<file path="config.mk">
export PLATFORM = sky130hd
export DESIGN_NAME = fetch_pc_unit
export DESIGN_NICKNAME = d
export VERILOG_FILES = /design/src/rtl/isa_pkg.sv /design/src/rtl/jump_lut.sv /design/src/rtl/fetch_pc_unit.sv
export SDC_FILE = /design/constraint.sdc
export NUM_CORES = 1
export LEC_CHECK = 0
export ABC_AREA = 1
export BUFFER_PORTS_ARGS = -buffer_cell sky130_fd_sc_hd__buf_2
export CAP_MARGIN = 40
export CELL_PAD_IN_SITES_DETAIL_PLACEMENT = 2
export CELL_PAD_IN_SITES_GLOBAL_PLACEMENT = 2
export CORE_MARGIN = 1
export CORE_UTILIZATION = 25
export DETAILED_ROUTE_END_ITERATION = 10
export PLACE_DENSITY_LB_ADDON = 0.2
export SLEW_MARGIN = 20
export SYNTH_ARGS = -nofsm -noshare
export SYNTH_HDL_FRONTEND = slang
export SYNTH_SLANG_ARGS = --single-unit
export TNS_END_PERCENT = 50
</file>
<file path="constraint.sdc">
create_clock -name clk -period 1.35 [get_ports clk]
set_input_delay 0.2025 -clock clk [delete_from_list [all_inputs] [get_ports clk]]
set_output_delay 0.2025 -clock clk [all_outputs]
set_load 0.02 [all_outputs]
</file>
<file path="src/rtl/isa_pkg.sv">
// isa_pkg: shared opcodes, fetch states and the default jump table
package isa_pkg;
  localparam int DEF_PC_W = 10;
  localparam int DEF_INSTR_W = 9;
  localparam int DEF_OP_W = 4;
  localparam int DEF_IDX_W = 5;
  localparam logic [3:0] OP_JMP = 4'b0000;
  localparam logic [3:0] OP_BEQ = 4'b0001;
  localparam logic [3:0] OP_BNE = 4'b0010;
  localparam logic [3:0] OP_BLT = 4'b0011;
  localparam logic [3:0] OP_BGE = 4'b0100;
  localparam logic [3:0] OP_HALT = 4'b1111;
  typedef enum logic [1:0] {S_IDLE, S_RUN, S_DONE} fetch_state_t;
  typedef logic [2**DEF_IDX_W-1:0][DEF_PC_W-1:0] lut_t;
  function automatic lut_t default_lut();
    lut_t t;
    for (int k = 0; k < 2**DEF_IDX_W; k++) t[k] = DEF_PC_W'(8 * k);
    return t;
  endfunction
  localparam lut_t JUMP_LUT = default_lut();
endpackage

</file>
<file path="src/rtl/jump_lut.sv">
// jump_lut: combinational jump-index to absolute PC target lookup
module jump_lut import isa_pkg::*; #(
  parameter int IDX_W = DEF_IDX_W,
  parameter int PC_W = DEF_PC_W,
  parameter logic [2**IDX_W-1:0][PC_W-1:0] LUT = JUMP_LUT
) (
  input  logic [IDX_W-1:0] idx,
  output logic [PC_W-1:0]  target
);
  assign target = LUT[idx];
endmodule

</file>
<file path="src/rtl/fetch_pc_unit.sv">
// fetch_pc_unit: program counter, run handshake and compare flags for the fetch stage
module fetch_pc_unit import isa_pkg::*; #(
  parameter int PC_W = DEF_PC_W,
  parameter int INSTR_W = DEF_INSTR_W,
  parameter int OP_W = DEF_OP_W,
  parameter int IDX_W = DEF_IDX_W,
  parameter logic [2**IDX_W-1:0][PC_W-1:0] LUT = JUMP_LUT
) (
  input  logic               clk,
  input  logic               reset,
  input  logic               start,
  input  logic [INSTR_W-1:0] instr,
  input  logic               uncond_jump,
  input  logic               jtype,
  input  logic               cmp_en,
  input  logic               alu_zero,
  input  logic               alu_neg,
  output logic [PC_W-1:0]    pc,
  output logic               run,
  output logic               taken,
  output logic               done
);
  fetch_state_t state, state_n;
  logic [PC_W-1:0] pc_n, target;
  logic [OP_W-1:0] op;
  logic z, n, cond, halt;
  jump_lut #(.IDX_W(IDX_W), .PC_W(PC_W), .LUT(LUT)) u_lut (
    .idx(instr[IDX_W-1:0]),
    .target(target)
  );
  assign op = instr[INSTR_W-1 -: OP_W];
  assign run = state == S_RUN;
  assign done = state == S_DONE;
  // branch decision from pre-edge flags, then next state/PC with halt > taken > overflow > increment
  always_comb begin
    cond = op == OP_W'(OP_BEQ) ? z : op == OP_W'(OP_BNE) ? !z : op == OP_W'(OP_BLT) ? n : op == OP_W'(OP_BGE) ? !n : 1'b0;
    halt = run && op == OP_W'(OP_HALT);
    taken = run && (uncond_jump || (jtype && cond));
    state_n = !run ? (start ? S_RUN : state) : (halt || (!taken && &pc)) ? S_DONE : S_RUN;
    pc_n = !run ? (start ? '0 : pc) : halt ? pc : taken ? target : &pc ? pc : pc + 1'b1;
  end
  // state, PC and flag registers; flags clear on start and capture on cmp while running
  always_ff @(posedge clk or posedge reset)
    if (reset) begin
      state <= S_IDLE;
      pc <= '0;
      z <= 1'b0;
      n <= 1'b0;
    end else begin
      state <= state_n;
      pc <= pc_n;
      z <= !run ? (start ? 1'b0 : z) : cmp_en ? alu_zero : z;
      n <= !run ? (start ? 1'b0 : n) : cmp_en ? alu_neg : n;
    end
endmodule

</file>
==> results.sh, run 1 <==
export IMPL_status="finished with violations"
export IMPL_violations="setup timing"
export IMPL_syn_nets=171
export IMPL_gr_total_overflow=0
export IMPL_start_kind="flop"
export IMPL_yosys_cell_types_count=26
export IMPL_min_path_type="in2reg"
export IMPL_clk_latency_ps=250
export IMPL_coreArea_um2=4140
export IMPL_leakage_nw=0.896
export IMPL_synth_area_leaders="dfrtp_1, nand2_1, nand3_2"
export IMPL_power_density_nw_per_um2=1050
export IMPL_ioPinCount=30
export IMPL_post_route_drc_count=0
export IMPL_synth_top_flop_cell="dfrtp_1"
export IMPL_seq_area_frac_synth_pct=31.5
export IMPL_drt_initial_drc_count=44
export IMPL_grt_pass1_wl_um=7390
export IMPL_dr_pass1_iters=4
export IMPL_synth_async_reset_ratio_pct=100
export IMPL_yosys_register_bits=14
export IMPL_grt_setup_unrepaired="true"
export IMPL_finalHoldViolCount=0
export IMPL_grt_max_degree=15
export IMPL_multi_input_area_um2=782
export IMPL_initial_utilization_pct=26.8
export IMPL_nets=233
export IMPL_yosysMostFrequentCell="nand2_1"
export IMPL_synth_top_area_share_pct=31.5
export IMPL_diodes=0
export IMPL_max_clock_freq_ghz=0.605
export IMPL_vdd_ir_drop_max_v=0.000455
export IMPL_cts_root_buf="clkbuf_8"
export IMPL_drive_above_1_share_pct=49.1
export IMPL_yosys_warnings=0
export IMPL_routabilityCongestion=0.783
export IMPL_place_ws_ps=-246
export IMPL_synth_largest_area_cell="dfrtp_1"
export IMPL_h_tree_depth=1
export IMPL_die_h_um=68.7
export IMPL_maxCapViolCount=0
export IMPL_routed_wl_um=4890
export IMPL_syn_area_um2=1110
export IMPL_critPathCaptureType="output pin"
export IMPL_clock_path_buffers=2
export IMPL_dp_hpwl_um=3140
export IMPL_wire_per_inst_um=18.5
export IMPL_grt_usage_pct=22.1
export IMPL_slew_viol_final=0
export IMPL_dp_cells=253
export IMPL_regArea_um2=355
export IMPL_fin_cells=264
export IMPL_cts_tree="built"
export IMPL_relSlewSlack_pct=83.3
export IMPL_avgViaCountPerCell=5.00
export IMPL_cp_data_required_time_ps=1150
export IMPL_vias=1320
export IMPL_clock_sinks=14
export IMPL_num_rows=23
export IMPL_tightest_slew_ps=249
export IMPL_io_buffer_count=29
export IMPL_cp_max_fo=7
export IMPL_avgSynthCellArea_um2=7.26
export IMPL_setup_viol=13
export IMPL_arrival_ps=1450
export IMPL_r2r_slack_ps=-270
export IMPL_synthCells=153
export IMPL_fin_ws_ps=-302
export IMPL_synth_commonest_cells="nand2_1, dfrtp_1, inv_1, nand3_1, nand3_2"
export IMPL_syn2layout_area_growth_pct=53.4
export IMPL_critical_path_class="reg2out"
export IMPL_grt_pass1_vias=1457
export IMPL_dieArea_um2=4710
export IMPL_fin_crit_sh_pct=122
export IMPL_path_clk_slew_ps=70
export IMPL_antenna_found_initial=0
export IMPL_nFillCells=508
export IMPL_die_x_um=68.7
export IMPL_min_period_ps=1650
export IMPL_cts_made_buffers=3
export IMPL_synth_edf_count=0
export IMPL_finClkSkew_ps=0.816
export IMPL_antenna_left=0
-- per-layer routing --
metal  routed length, µm  GRT usage (%)  vias to the layer above  part of all wire (%)
li1                    -              -                      619                     -
met1                2170           27.2                      670                    44
met2                2540           39.6                       23                    52
met3                  98           2.47                        8                   2.0
met4                  78           7.29                        0                   1.6
met5                   0              0                        -                     0
-- cells by family after synthesis --
group / after synthesis / synth area share (%)
buffers and inverters: 21 / 9.23
and+or+nand+nor: 106 / 51.1
AOI/OAI and AO/OA: 7 / 3.83
xor gates and xnor gates: 4 / 3.15
DFF: 14 / 31.5
adders and majority gates: 1 / 1.13
-- timing repair --
action	in CTS	in global routing
hold buffers	1	0
setup buffers	3	1
cloned	1	1
endpoints found under the hold margin	14	0
pin swaps	5	9
gates resized for setup	13	11
endpoints found under the setup margin	14	14
-- power by group --
group	leakage, nW	internal, W	switching (W)
clock	0.0288	0.000259	0.000183
combinational	0.692	0.000314	0.000477
sequential	0.174	0.000487	0.0000640
-- final timing paths --
| check | endpoint | start | cells after the start |
|---|---|---|---|
| setup reg to reg | pc[9]$_DFFE_PP0P_ | n$_DFFE_PP0P_ | 10 |
| hold reg to reg | n$_DFFE_PP0P_ | n$_DFFE_PP0P_ | 2 |
| hold / removal | state[1]$_DFFE_PP0P_ | start | 2 |
| max in group asynchronous | pc[5]$_DFFE_PP0P_ | reset | 4 |
| setup / recovery | taken | n$_DFFE_PP0P_ | 7 |
| min in group asynchronous | n$_DFFE_PP0P_ | reset | 4 |
-- layout by cell type (no fill, tap or decap), drive strengths merged --
cell type,instances
nor3,2
nand2,58
inv,16
a21oi,2
clkbuf,4
nor2,12
dfrtp,14
xnor2,2
o21ai,5
ha,1
dlygate4sd3,1
nand4,7
nand3,27
buf,58
or2,1
nand3b,1
xor2,2
clkinv,1
-- per-stage QoR --
stage	hold slack, ps	area (µm²)	setup TNS (ps)	util (%)	power (W)
after floorplan	91.5	1130	-1340	-	0.000932
after global placement	218	1490	-1530	35.9	0.00120
after detailed placement	228	1490	-2440	35.9	0.00124
after CTS	152	1650	-2140	39.8	0.00174
after global routing	153	1700	-4000	41.1	0.00189
final	145	1700	-3030	41.1	0.00178
-- final cells by class --
cell class,instances,area share (%)
multi-input combinational,120,45.9
timing repair buffer,59,22.6
sequential,14,20.9
inverter,17,3.74
tap,50,3.67
clock buffer,4,3.23
-- registers in the layout (all words and copies together), names as in the netlist --
name,cells
pc,10
n,1
z,1
state,2
-- worst max-delay path, cell delays in order (launching register included) --
cell and delay (ps):
dfrtp_1 420, nand2_1 80, o21ai_1 100, nand2_1 110, nand2_2 100, nand2_4 100
a21oi_2 140, buf_4 150
Power figures use the tool's default switching activity.
==> run 2: changes to the inputs <==
--- a/config.mk
+++ b/config.mk
@@ -11,7 +11,8 @@
 export CELL_PAD_IN_SITES_DETAIL_PLACEMENT = 2
 export CELL_PAD_IN_SITES_GLOBAL_PLACEMENT = 2
 export CORE_MARGIN = 1
-export CORE_UTILIZATION = 25
+export CORE_UTILIZATION = 26
+export CTS_BUF_LIST = sky130_fd_sc_hd__clkbuf_4
 export DETAILED_ROUTE_END_ITERATION = 10
 export PLACE_DENSITY_LB_ADDON = 0.2
 export SLEW_MARGIN = 20
==> constraint.sdc (replaced) <==
create_clock -name clk -period 1.52 [get_ports clk]
set_input_delay 0.228 -clock clk [delete_from_list [all_inputs] [get_ports clk]]
set_output_delay 0.228 -clock clk [all_outputs]
set_load 0.02 [all_outputs]
==> results.sh, run 2 (synthesized netlist as in run 1, its figures left out) <==
export IMPL_grt_pass1_vias=1387
export IMPL_max_clock_freq_ghz=0.616
export IMPL_r2r_slack_ps=0
export IMPL_wire_per_inst_um=16.7
export IMPL_clk_latency_ps=290
export IMPL_grt_setup_unrepaired="true"
export IMPL_min_path_type="in2async"
export IMPL_h_tree_depth=1
export IMPL_num_rows=23
export IMPL_vias=1236
export IMPL_reg2reg_from="pc[1]$_DFFE_PP0P_"
export IMPL_cts_made_buffers=3
export IMPL_routabilityCongestion=0.774
export IMPL_coreArea_um2=4060
export IMPL_place_ws_ps=-69.2
export IMPL_largest_registers="pc: 10 flops, state: 2 flops"
export IMPL_largest_register_ffs=10
export IMPL_fin_ws_ps=-104
export IMPL_die_x_um=67.4
export IMPL_io_buffer_count=29
export IMPL_dieArea_um2=4540
export IMPL_nFillCells=491
export IMPL_placed_area_um2=1410
export IMPL_final_common_cell="nand2_1"
export IMPL_fin_crit_sh_pct=107
export IMPL_diodes=0
export IMPL_drive_above_1_share_pct=48.8
export IMPL_nets=222
export IMPL_multi_input_area_um2=777
export IMPL_dp_hpwl_um=3050
export IMPL_gr_total_overflow=0
export IMPL_reg2reg_depth=10
export IMPL_grt_max_degree=15
export IMPL_whs_ps=-12.7
export IMPL_critical_path_class="reg2out"
export IMPL_start_kind="flop"
export IMPL_die_h_um=67.4
export IMPL_design_area_um2=1590
export IMPL_critPathCaptureType="output pin"
export IMPL_regMostFlops="pc"
export IMPL_critPathLaunch="z$_DFFE_PP0P_"
export IMPL_cp_max_fo=4
export IMPL_avgViaCountPerCell=4.89
export IMPL_slew_viol_final=0
export IMPL_grt_usage_pct=20.4
export IMPL_regArea_um2=353
export IMPL_initial_utilization_pct=27.4
export IMPL_arrival_ps=1400
export IMPL_ioPinCount=30
export IMPL_fin_cells=253
export IMPL_routed_wl_um=4220
export IMPL_clock_path_buffers=2
export IMPL_vdd_ir_drop_max_v=0.000359
export IMPL_finalHoldViolCount=14
export IMPL_leakage_nw=0.835
export IMPL_status="finished with violations"
export IMPL_post_route_drc_count=0
export IMPL_crit_end="taken"
export IMPL_power_density_nw_per_um2=874
export IMPL_finClkSkew_ps=2.62
export IMPL_drt_initial_drc_count=48
export IMPL_dp_cells=243
export IMPL_grt_pass1_wl_um=6670
export IMPL_cts_tree="built"
export IMPL_final_cell_mix="nand2_1, buf_2, buf_4"
export IMPL_path_clk_slew_ps=90
export IMPL_setup_tns_ps=-104
export IMPL_clock_sinks=14
export IMPL_maxCapViolCount=0
export IMPL_tightest_slew_ps=596
export IMPL_setup_viol=1
export IMPL_cp_data_required_time_ps=1290
export IMPL_min_period_ps=1620
export IMPL_violations="hold timing, setup timing"
export IMPL_syn2layout_area_growth_pct=42.9
export IMPL_dr_pass1_iters=3
export IMPL_antenna_left=0
export IMPL_regToRegEndpoint="pc[1]$_DFFE_PP0P_"
export IMPL_antenna_found_initial=0
export IMPL_relSlewSlack_pct=60.2
export IMPL_cts_root_buf="clkbuf_4"
[run 2: changes by cell type in the layout (fill, tap and decap cells not counted), moves of 2 or more]
cell / change
nand2_2: +5
dfrtp_1: +2
clkbuf_4: +4
buf_4: -9
nand2_1: -5
dfrtp_2: -2
clkbuf_8: -4
[run 2: through the flow]
step                power, W  utilization (%)
floorplan           0.000825                -
global placement     0.00104             34.7
detailed placement   0.00107             34.7
CTS                  0.00137             37.2
global route         0.00148             39.1
finish               0.00139             39.1
[run 2: power breakdown]
part           internal (W)  leakage [nW]  switching (W)
Sequential         0.000430         0.177      0.0000537
Combinational      0.000249         0.639       0.000398
Clock              0.000120        0.0184       0.000136
Total              0.000800         0.835       0.000588
[run 2: worst min path at each step]
| stage | startpoint | end | slack, ps | depth (start not counted) |
|---|---|---|---|---|
| 2_1_floorplan | reset | n$_DFFE_PP0P_ | 120 | 1 |
| 3_3_place_gp | reset | pc[4]$_DFFE_PP0P_ | 320 | 2 |
| 3_5_place_dp | reset | pc[3]$_DFFE_PP0P_ | 330 | 2 |
| 4_1_cts | reset | pc[3]$_DFFE_PP0P_ | 8 | 2 |
| 5_1_grt | reset | pc[4]$_DFFE_PP0P_ | 10 | 2 |
| 6_report | reset | state[1]$_DFFE_PP0P_ | -10 | 2 |
[run 2: layout make-up]
cell class | instances | share of cell area (%)
multi-input cells | 119 | 48.9
flip-flops and latches | 14 | 22.2
repair buffers | 49 | 19.0
inverters | 17 | 4.02
well taps | 50 | 3.94
clock buffers | 4 | 1.89
[run 2: what timing repair did]
| action | 4_1_cts | 5_1_grt |
|---|---|---|
| endpoints found under the setup margin | 12 | 13 |
| gates cloned | 1 | 0 |
| gates resized for setup | 11 | 16 |
| hold endpoints to repair | 0 | 0 |
| setup buffers | 3 | 2 |
| pin swaps | 9 | 15 |
| hold buffers | 0 | 0 |
[run 2: metal layers]
metal / vias up / track usage, % / part of all wire (%)
met3: 5 / 2.03 / 1.8
met2: 20 / 38.6 / 54
met5: - / 0 / 0
met4: 0 / 4.79 / 1.2
met1: 614 / 24.3 / 43
li1: 597 / - / -
[run 2: worst max-delay path: stages (launching register included)]
cell and delay [ps]:
dfrtp_1 420, o21ai_1 150, nand2_1 80, nand2_2 80, nand2_4 70, a21oi_2 150
buf_4 160
==> run 3: changes to the inputs <==
--- a/config.mk
+++ b/config.mk
@@ -5,14 +5,13 @@
 export SDC_FILE = /design/constraint.sdc
 export NUM_CORES = 1
 export LEC_CHECK = 0
-export ABC_AREA = 1
 export BUFFER_PORTS_ARGS = -buffer_cell sky130_fd_sc_hd__buf_2
 export CAP_MARGIN = 40
 export CELL_PAD_IN_SITES_DETAIL_PLACEMENT = 2
 export CELL_PAD_IN_SITES_GLOBAL_PLACEMENT = 2
-export CORE_MARGIN = 1
+export CORE_MARGIN = 10
 export CORE_UTILIZATION = 26
-export CTS_BUF_LIST = sky130_fd_sc_hd__clkbuf_4
+export CTS_BUF_LIST = sky130_fd_sc_hd__clkbuf_16
 export DETAILED_ROUTE_END_ITERATION = 10
 export PLACE_DENSITY_LB_ADDON = 0.2
 export SLEW_MARGIN = 20
==> results.sh, run 3 <==
export IMPL_nFillCells=385
export IMPL_initial_utilization_pct=27.5
export IMPL_synth_commonest_cells="dfrtp_1, inv_1, nand2_1"
export IMPL_clk_latency_ps=250
export IMPL_maxCapViolCount=0
export IMPL_fin_cells=209
export IMPL_arrival_ps=1590
export IMPL_nets=182
export IMPL_regMostFlops="pc"
export IMPL_min_path_type="in2async"
export IMPL_status="finished with violations"
export IMPL_antenna_found_initial=0
export IMPL_finClkSkew_ps=2.72
export IMPL_dieArea_um2=6390
export IMPL_finalHoldViolCount=0
export IMPL_muxShareOfSynthArea_pct=4.29
export IMPL_cts_tree="built"
export IMPL_vdd_ir_drop_max_v=0.000395
export IMPL_wire_per_inst_um=20.7
export IMPL_syn_area_um2=933
export IMPL_r2r_slack_ps=-290
export IMPL_yosys_cell_types_count=36
export IMPL_grt_usage_pct=13.7
export IMPL_synth_top_family_by_area="compound AO/OA/AOI/OAI gates"
export IMPL_synth_top_flop_cell="dfrtp_1"
export IMPL_critical_path_class="reg2out"
export IMPL_max_clock_freq_ghz=0.551
export IMPL_seq_area_frac_synth_pct=37.5
export IMPL_path_clk_slew_ps=50
export IMPL_critPathCaptureType="output pin"
export IMPL_io_buffer_count=29
export IMPL_regArea_um2=353
export IMPL_ioPinCount=30
export IMPL_final_cell_mix="buf_2, buf_4, dfrtp_1"
export IMPL_violations="setup timing"
export IMPL_start_kind="flop"
export IMPL_dp_cells=200
export IMPL_gr_total_overflow=0
export IMPL_avgSynthCellArea_um2=9.06
export IMPL_drive_above_1_share_pct=52.8
export IMPL_post_route_drc_count=0
export IMPL_coreArea_um2=3390
export IMPL_synth_edf_count=0
export IMPL_synth_simple_gate_area_share_pct=20.2
export IMPL_die_h_um=79.9
export IMPL_final_common_cell="buf_2"
export IMPL_placed_area_um2=1320
export IMPL_avgViaCountPerCell=5.27
export IMPL_setup_tns_ps=-2250
export IMPL_slew_viol_final=0
export IMPL_min_period_ps=1810
export IMPL_synth_compound_area_share_pct=31.2
export IMPL_synth_xor_area_share_pct=0
export IMPL_cp_data_required_time_ps=1290
export IMPL_synth_top_area_share_pct=37.5
export IMPL_power_density_nw_per_um2=989
export IMPL_largest_registers="pc: 10 flops, state: 2 flops"
export IMPL_clock_sinks=14
export IMPL_relSlewSlack_pct=57.7
export IMPL_vias=1101
export IMPL_synth_area_leaders="dfrtp_1, inv_1, nand2_1"
export IMPL_syn2layout_area_growth_pct=65.5
export IMPL_cp_max_fo=2
export IMPL_setup_viol=13
export IMPL_cts_root_buf="clkbuf_16"
export IMPL_synth_async_reset_ratio_pct=100
export IMPL_multi_input_area_um2=632
export IMPL_grt_pass1_vias=1261
export IMPL_drt_initial_drc_count=63
export IMPL_die_x_um=79.9
export IMPL_cts_made_buffers=3
export IMPL_synthCells=103
export IMPL_fin_crit_sh_pct=119
export IMPL_routabilityCongestion=0.771
export IMPL_num_rows=21
export IMPL_design_area_um2=1550
export IMPL_leakage_nw=0.742
export IMPL_h_tree_depth=1
export IMPL_diodes=0
export IMPL_routed_wl_um=4330
export IMPL_dr_pass1_iters=4
export IMPL_synthAdderAreaFrac_pct=1.34
export IMPL_synth_largest_area_cell="dfrtp_1"
export IMPL_grt_max_degree=15
export IMPL_clock_path_buffers=2
export IMPL_syn_nets=121
export IMPL_yosys_warnings=0
export IMPL_yosys_register_bits=14
export IMPL_fin_ws_ps=-294
export IMPL_dp_hpwl_um=3060
export IMPL_antenna_left=0
export IMPL_grt_pass1_wl_um=6870
export IMPL_power_w=0.00153
export IMPL_largest_register_ffs=10
export IMPL_yosysMostFrequentCell="dfrtp_1"
export IMPL_tightest_slew_ps=634
export IMPL_grt_setup_unrepaired="true"
-- run 3: per-layer routing --
metal | global-route usage (%) | vias to the layer above | wire length, µm
li1 | - | 506 | -
met1 | 15.4 | 566 | 1750
met2 | 24.9 | 23 | 2340
met3 | 2.82 | 6 | 200
met4 | 4.58 | 0 | 42
met5 | 0 | - | 0
-- run 3: what timing repair did --
item                                    CTS  global route
endpoints found under the setup margin   14            14
hold buffers                              0             0
gates resized for setup                  16             7
setup buffers                             4             1
pin swaps                                 9             3
-- run 3: metrics by stage --
step	setup WS, ps	hold slack (ps)	util (%)
2_1_floorplan	-25.2	117	-
3_3_place_gp	-124	327	38.9
3_5_place_dp	-169	337	38.9
4_1_cts	-300	78.5	44.3
5_1_grt	-331	98.8	45.6
6_report	-294	54.8	45.6
-- run 3: critical path: stages, from the launching register on --
cell,delay [ps]
dfrtp_1,400
or4b_4,520
o21ai_4,110
a21oi_4,80
nor2_2,110
buf_6,130
-- run 3: final timing paths --
path	start	endpoint	depth (start not counted)
max in group asynchronous	reset	pc[1]$_DFFE_PP0P_	2
setup / recovery	n$_DFFE_PP0P_	taken	5
setup reg to reg	n$_DFFE_PP0P_	pc[5]$_DFFE_PP0P_	7
hold reg to reg	pc[0]$_DFFE_PP0P_	pc[0]$_DFFE_PP0P_	1
hold / removal	reset	n$_DFFE_PP0P_	2
min in group clk	start	state[0]$_DFFE_PP0P_	2
-- run 3: power breakdown --
group	switching [W]	internal (W)
logic	0.000297	0.000243
clock network	0.000172	0.000349
registers	0.0000461	0.000421
total	0.000515	0.00101
-- run 3: cell families after synthesis --
family,after synthesis
AOI/OAI and AO/OA,39
adders and majority gates,1
and+or+nand+nor,32
DFF,14
buffers and inverters,13
muxes,4
-- run 3: layout make-up --
class / instances / area share [%]
inverters: 12 / 3.16
flip-flops and latches: 14 / 22.8
well taps: 46 / 3.72
multi-input cells: 76 / 40.9
clock inverters: 1 / 0.243
repair buffers: 57 / 24.3
clock buffers: 3 / 4.86
